### src/rtl/gshare_btb_predictor.sv
// Gshare direction predictor (2-bit counters indexed by GHR ^ PC) paired with a direct-mapped BTB.
// Prediction is combinational from fetch_pc; updates from EX and GHR recovery apply on the clock edge.
module gshare_btb_predictor #(
    parameter int unsigned PC_WIDTH     = 32,
    parameter int unsigned BTB_IDX_BITS = 5,
    parameter int unsigned HIST_BITS    = 5
) (
    input  logic                 clk,
    input  logic                 reset,
    input  logic [PC_WIDTH-1:0]  fetch_pc,
    input  logic                 fetch_valid,
    output logic                 pred_taken,
    output logic [PC_WIDTH-1:0]  next_pc,
    output logic [HIST_BITS-1:0] pred_pht_index,
    output logic [HIST_BITS-1:0] pred_ghr,
    input  logic                 upd_valid,
    input  logic [PC_WIDTH-1:0]  upd_pc,
    input  logic                 upd_is_cond,
    input  logic                 upd_taken,
    input  logic [PC_WIDTH-1:0]  upd_target,
    input  logic [HIST_BITS-1:0] upd_pht_index,
    input  logic [HIST_BITS-1:0] upd_ghr,
    input  logic                 upd_mispredict
);
    localparam int unsigned TagW     = PC_WIDTH - BTB_IDX_BITS - 2;
    localparam int unsigned BtbDepth = 2 ** BTB_IDX_BITS;
    localparam int unsigned PhtDepth = 2 ** HIST_BITS;

    logic [BtbDepth-1:0] btb_valid_q;
    logic [BtbDepth-1:0] btb_cond_q;
    logic [TagW-1:0]     btb_tag_q [BtbDepth];
    logic [PC_WIDTH-1:0] btb_tgt_q [BtbDepth];
    logic [1:0]          pht_q     [PhtDepth];
    logic [HIST_BITS-1:0] ghr_q, ghr_d;

    logic [BTB_IDX_BITS-1:0] fetch_idx, upd_idx;
    logic [TagW-1:0]         fetch_tag, upd_tag;
    logic [HIST_BITS-1:0]    fetch_pht_idx;
    logic                    fetch_hit;
    logic                    btb_we, pht_we;
    logic [1:0]              pht_old, pht_new;

    // Word-alignment bits never take part in indexing or tagging.
    logic unused_pc_bits;
    assign unused_pc_bits = ^{fetch_pc[1:0], upd_pc[1:0]};

    always_comb begin
        fetch_idx      = fetch_pc[BTB_IDX_BITS+1:2];
        fetch_tag      = fetch_pc[PC_WIDTH-1:BTB_IDX_BITS+2];
        fetch_pht_idx  = ghr_q ^ fetch_pc[HIST_BITS+1:2];
        fetch_hit      = btb_valid_q[fetch_idx] && (btb_tag_q[fetch_idx] == fetch_tag);
        pred_taken     = fetch_hit && (!btb_cond_q[fetch_idx] || pht_q[fetch_pht_idx][1]);
        next_pc        = pred_taken ? btb_tgt_q[fetch_idx] : fetch_pc + PC_WIDTH'(4);
        pred_pht_index = fetch_pht_idx;
        pred_ghr       = ghr_q;
    end

    always_comb begin
        upd_idx = upd_pc[BTB_IDX_BITS+1:2];
        upd_tag = upd_pc[PC_WIDTH-1:BTB_IDX_BITS+2];
        btb_we  = upd_valid && upd_taken;
        pht_we  = upd_valid && upd_is_cond;
        pht_old = pht_q[upd_pht_index];
        pht_new = pht_old;
        if (upd_taken && (pht_old != 2'b11)) begin
            pht_new = pht_old + 2'b01;
        end else if (!upd_taken && (pht_old != 2'b00)) begin
            pht_new = pht_old - 2'b01;
        end
    end

    // Recovery from a mispredict overrides any speculative shift in the same cycle.
    always_comb begin
        ghr_d = ghr_q;
        if (fetch_valid && fetch_hit && btb_cond_q[fetch_idx]) begin
            ghr_d = {ghr_q[HIST_BITS-2:0], pred_taken};
        end
        if (upd_valid && upd_mispredict) begin
            ghr_d = upd_is_cond ? {upd_ghr[HIST_BITS-2:0], upd_taken} : upd_ghr;
        end
    end

    always_ff @(posedge clk) begin
        if (reset) begin
            ghr_q       <= '0;
            btb_valid_q <= '0;
            for (int unsigned i = 0; i < PhtDepth; i++) begin
                pht_q[i] <= 2'b01;
            end
        end else begin
            ghr_q <= ghr_d;
            if (btb_we) begin
                btb_valid_q[upd_idx] <= 1'b1;
            end
            if (pht_we) begin
                pht_q[upd_pht_index] <= pht_new;
            end
        end
    end

    // Tag, target and type are meaningless while the valid bit is clear, so they skip reset.
    always_ff @(posedge clk) begin
        if (!reset && btb_we) begin
            btb_tag_q[upd_idx]  <= upd_tag;
            btb_tgt_q[upd_idx]  <= upd_target;
            btb_cond_q[upd_idx] <= upd_is_cond;
        end
    end

endmodule

### config.mk
export PLATFORM = sky130hd
export DESIGN_NAME = gshare_btb_predictor
export DESIGN_NICKNAME = d
export VERILOG_FILES = /design/src/rtl/gshare_btb_predictor.sv
export SDC_FILE = /design/constraint.sdc
export NUM_CORES = 2
export LEC_CHECK = 0
export ABC_AREA = 1
export ABC_CLOCK_PERIOD_IN_PS = 14550
export CAP_MARGIN = 20
export CORE_MARGIN = 2
export CORE_UTILIZATION = 55
export CTS_CLUSTER_SIZE = 30
export DETAILED_ROUTE_END_ITERATION = 12
export PLACE_DENSITY = 0.7
export SLEW_MARGIN = 20
export SYNTH_ARGS = -nofsm -noshare
export SYNTH_HDL_FRONTEND = slang
export SYNTH_SLANG_ARGS = --single-unit
### constraint.sdc
create_clock -name clk -period 14.55 [get_ports clk]
set_input_delay 4.365 -clock clk [delete_from_list [all_inputs] [get_ports clk]]
set_output_delay 4.365 -clock clk [all_outputs]
set_load 0.02 [all_outputs]
==> results.ini <==
[critical_path]
r2r_start = pht_q[3][0]
critPathKind = in2out
slowest_stage = inv_6
cp.required_ns = 10.18
cp.arrival_ns = 9.54
end_kind = output port
worst-r2r-cell-count = 10
start_kind = primary input
cp_cell_sequence = clkdlybuf4s50_1 -> buf_4 -> nand2_2 -> inv_6 -> nand3_1 -> nand2_1 -> nor2_1 -> nand2_1 -> nand2_1 -> nand2_1 -> nand2_1 -> nor2_1 -> nand2_1 -> nor2_1 -> nand2_1 -> nor2_2 -> nand2_4 -> o21ai_0 -> o21ai_0 -> clkdlybuf4s50_1
ff2ff_setup_slack_ns = 11.01
crit_fanout = 74
cpMostUsedCell = nand2_1
reg2reg_to = pht_q[24][0]
critPathMaxStageDelay_ns = 0.74

[clocking]
clk_pin_slew_ns = 0.06
clock_path_buffers = 3
cts_resized = 0
numCtsBuffers = 192
clkSinkCount = 1957
clk_latency_ns = 0.82
cts_tree = built
htreeDepth = 4
post_cts.repair.setup_buffers = 0
clockRootBuffer = clkbuf_16
hold_buffers = 0

[placed_design]
dpl.cell_count = 8535
gp_congestion = 0.9621
place_area_um2 = 83500
port_buffers = 153
place_hpwl_mm = 115.5

[floorplan]
initial_core_util_pct = 55.17
die_y_um = 385.7
core_region_area_um2 = 145200
pin_count = 156
die_w_um = 385.7
rows = 140
dieArea_um2 = 148700

[synthesis]
synth_cell_type_count = 49
yosysSeqAreaShare_pct = 72.89
yosys_most_used_dff = edfxtp_1
synth_seq_cells = 1957
syn_nets = 6893
syn_area_um2 = 80120
synth_edf_count = 1920
synth_area_leaders = edfxtp_1, nand2_1, nor2_1
synth.top_cells.by_count = edfxtp_1, nand2_1, nor2_1
synth_top_area_cell = edfxtp_1
yosys_warnings = 0
syn_avg_cell_area_um2 = 11.82
post-synth-top-count-cell = edfxtp_1
synth_cells = 6777
postSynth.asyncResetShare_pct = 0
synth_top_area_share_pct = 71.97

[layout]
ff_latch_area_um2 = 58400
stdcell_count = 8893
drive_above_1_share_pct = 6.675
multi_input_area_um2 = 19260
final_area_um2 = 89390
fillers = 10940
nNetsFinal = 6928
area_delta_synth_final_pct = 11.58

[detailed_routing]
wl_per_cell_um = 25.54
drc_errors = 0
first_pass_iters = 8
routed_via_density = 6.118
first_iter_violations = 7378
drt.antenna.violating_nets = 0
vias = 54410
wirelength_mm = 227.1

[global_routing]
use_met1_pct = 43.43
gr-total-overflow = 0
antenna_found_initial = 19
grt_pass1_wl_mm = 328.2
grt_pass1_vias = 50330
grt_max_degree = 197
globalRouteMet3Util_pct = 6.682
grt_busiest_layer = met2
use_met2_pct = 45.84
grt_usage_pct = 30.26

[run_status]
status = finished, final reports clean

[timing]
fin_tns_setup_ns = 0
period_needed_ns = 13.90
max_freq_mhz = 71.94
worst_slew_pin_slew_ns = 1.196
fin_crit_sh_pct = 95.54
skew_ns = 0.01639
hold_violations = 0
maxSlewViolCount = 0
timing.slew.headroom_pct = 20.29
rsz0062_at_grt = false
setup_viol_count_final = 0

[min_path]
hold_class = reg2reg
hp-start = btb_valid_q[26]
hold_end = btb_valid_q[26]
min_path_cells = 2

[pwr]
powerDensity_nw_per_um2 = 131.3
p_leak_nw = 30.56
ir_worst_vdd_uv = 119.1

[flow_run]
maxCapViolations = 0

-- how the worst max path moves through the flow --
stage               cells after the start  slack (ns)           to         from
floorplan                              20        3.58  next_pc[16]  fetch_pc[2]
global placement                       20        0.88  next_pc[16]  fetch_pc[5]
detailed placement                     20        0.87  next_pc[16]  fetch_pc[5]
CTS                                    20        0.86  next_pc[16]  fetch_pc[5]
global route                           20        0.53  next_pc[16]  fetch_pc[5]
finish                                 20        0.65  next_pc[16]  fetch_pc[5]
-- power by group --
part	total, W	switching, W	internal [W]
Clock	0.00474	0.00207	0.00266
Sequential	0.00622	0.00000823	0.00622
Combinational	0.000773	0.000563	0.000210
Total	0.0117	0.00264	0.00909
-- critical path: cells and delay by family --
kind / cells / cell delay, ns
AOI/OAI and AO/OA: 2 / 1.02
and+or+nand+nor: 14 / 1.95
buffers and inverters: 4 / 2.14
-- cells in the final DEF, fill, tap and decap left out, types with 9 or more instances in the layout --
| cell | netlist | routed |
|---|---|---|
| o221ai_1 | 23 | 23 |
| o21ai_0 | 749 | 749 |
| o21ai_1 | 30 | 30 |
| diode_2 | 0 | 10 |
| bufinv_16 | 0 | 12 |
| edfxtp_1 | 1920 | 1920 |
| nor2_1 | 1085 | 1053 |
| o211ai_1 | 18 | 18 |
| clkinv_2 | 1 | 33 |
| nand2_1 | 1313 | 1312 |
| clkbuf_16 | 0 | 196 |
| a31oi_1 | 56 | 56 |
| nand3_1 | 432 | 432 |
| a21oi_1 | 72 | 72 |
| clkbuf_1 | 232 | 39 |
| clkdlybuf4s50_1 | 0 | 128 |
| buf_4 | 14 | 103 |
| a221o_1 | 52 | 52 |
| inv_1 | 213 | 213 |
| xor2_1 | 24 | 24 |
| buf_12 | 0 | 20 |
| nor2_4 | 1 | 33 |
| or2_2 | 9 | 9 |
| o22ai_1 | 215 | 215 |
| inv_6 | 0 | 10 |
| clkinv_1 | 4 | 57 |
| nor3_1 | 17 | 17 |
| dfxtp_1 | 37 | 37 |
| a22oi_1 | 30 | 30 |
-- cell families after synthesis --
logic type | after synthesis | share of synthesized area (%)
AO/OA/AOI/OAI | 1258 | 8.922
XOR/XNOR | 28 | 0.3155
adder cells (fa/ha/maj) | 3 | 0.04686
buffers and inverters | 645 | 3.406
flip-flops | 1957 | 72.89
AND/OR/NAND/NOR | 2886 | 14.42
-- through the flow --
| stage | power (W) | setup slack [ns] | hold slack [ns] | util [%] |
|---|---|---|---|---|
| 6_report | 0.01173 | 0.6495 | 0.4608 | 61.56 |
| 5_1_grt | 0.01204 | 0.5306 | 0.4830 | 61.54 |
| 4_1_cts | 0.01175 | 0.8588 | 0.4620 | 61.56 |
| 3_5_place_dp | 0.007100 | 0.8712 | 0.4462 | 57.50 |
| 3_3_place_gp | 0.007083 | 0.8848 | 0.4383 | 57.50 |
| 2_1_floorplan | 0.006773 | 3.585 | 0.4281 | - |
-- routing by layer --
metal  vias to the layer above  routed length [µm]
met3                       456               28150
li1                      24200                   -
met5                         -                 124
met2                      3325              102600
met1                     26410               88260
met4                        18                7994
-- area by class of cell --
class                           instances  share of cell area [%]
Multi-Input combinational cell       4175                   21.54
Antenna cell                           10                 0.02799
Clock inverter                        113                  0.9532
Timing Repair Buffer                  260                   2.819
Clock buffer                          235                   5.651
Inverter                              226                  0.9952
Tap cell                             1917                   2.683
Sequential cell                      1957                   65.33
-- sequential cells by signal, indices dropped and copies added (netlist names) --
name and count:
btb_cond_q 32, pred_ghr 5, btb_tgt_q 1024, btb_valid_q 32, pht_q 64, btb_tag_q 800
Note: power is estimated with default switching activity, not from simulation.
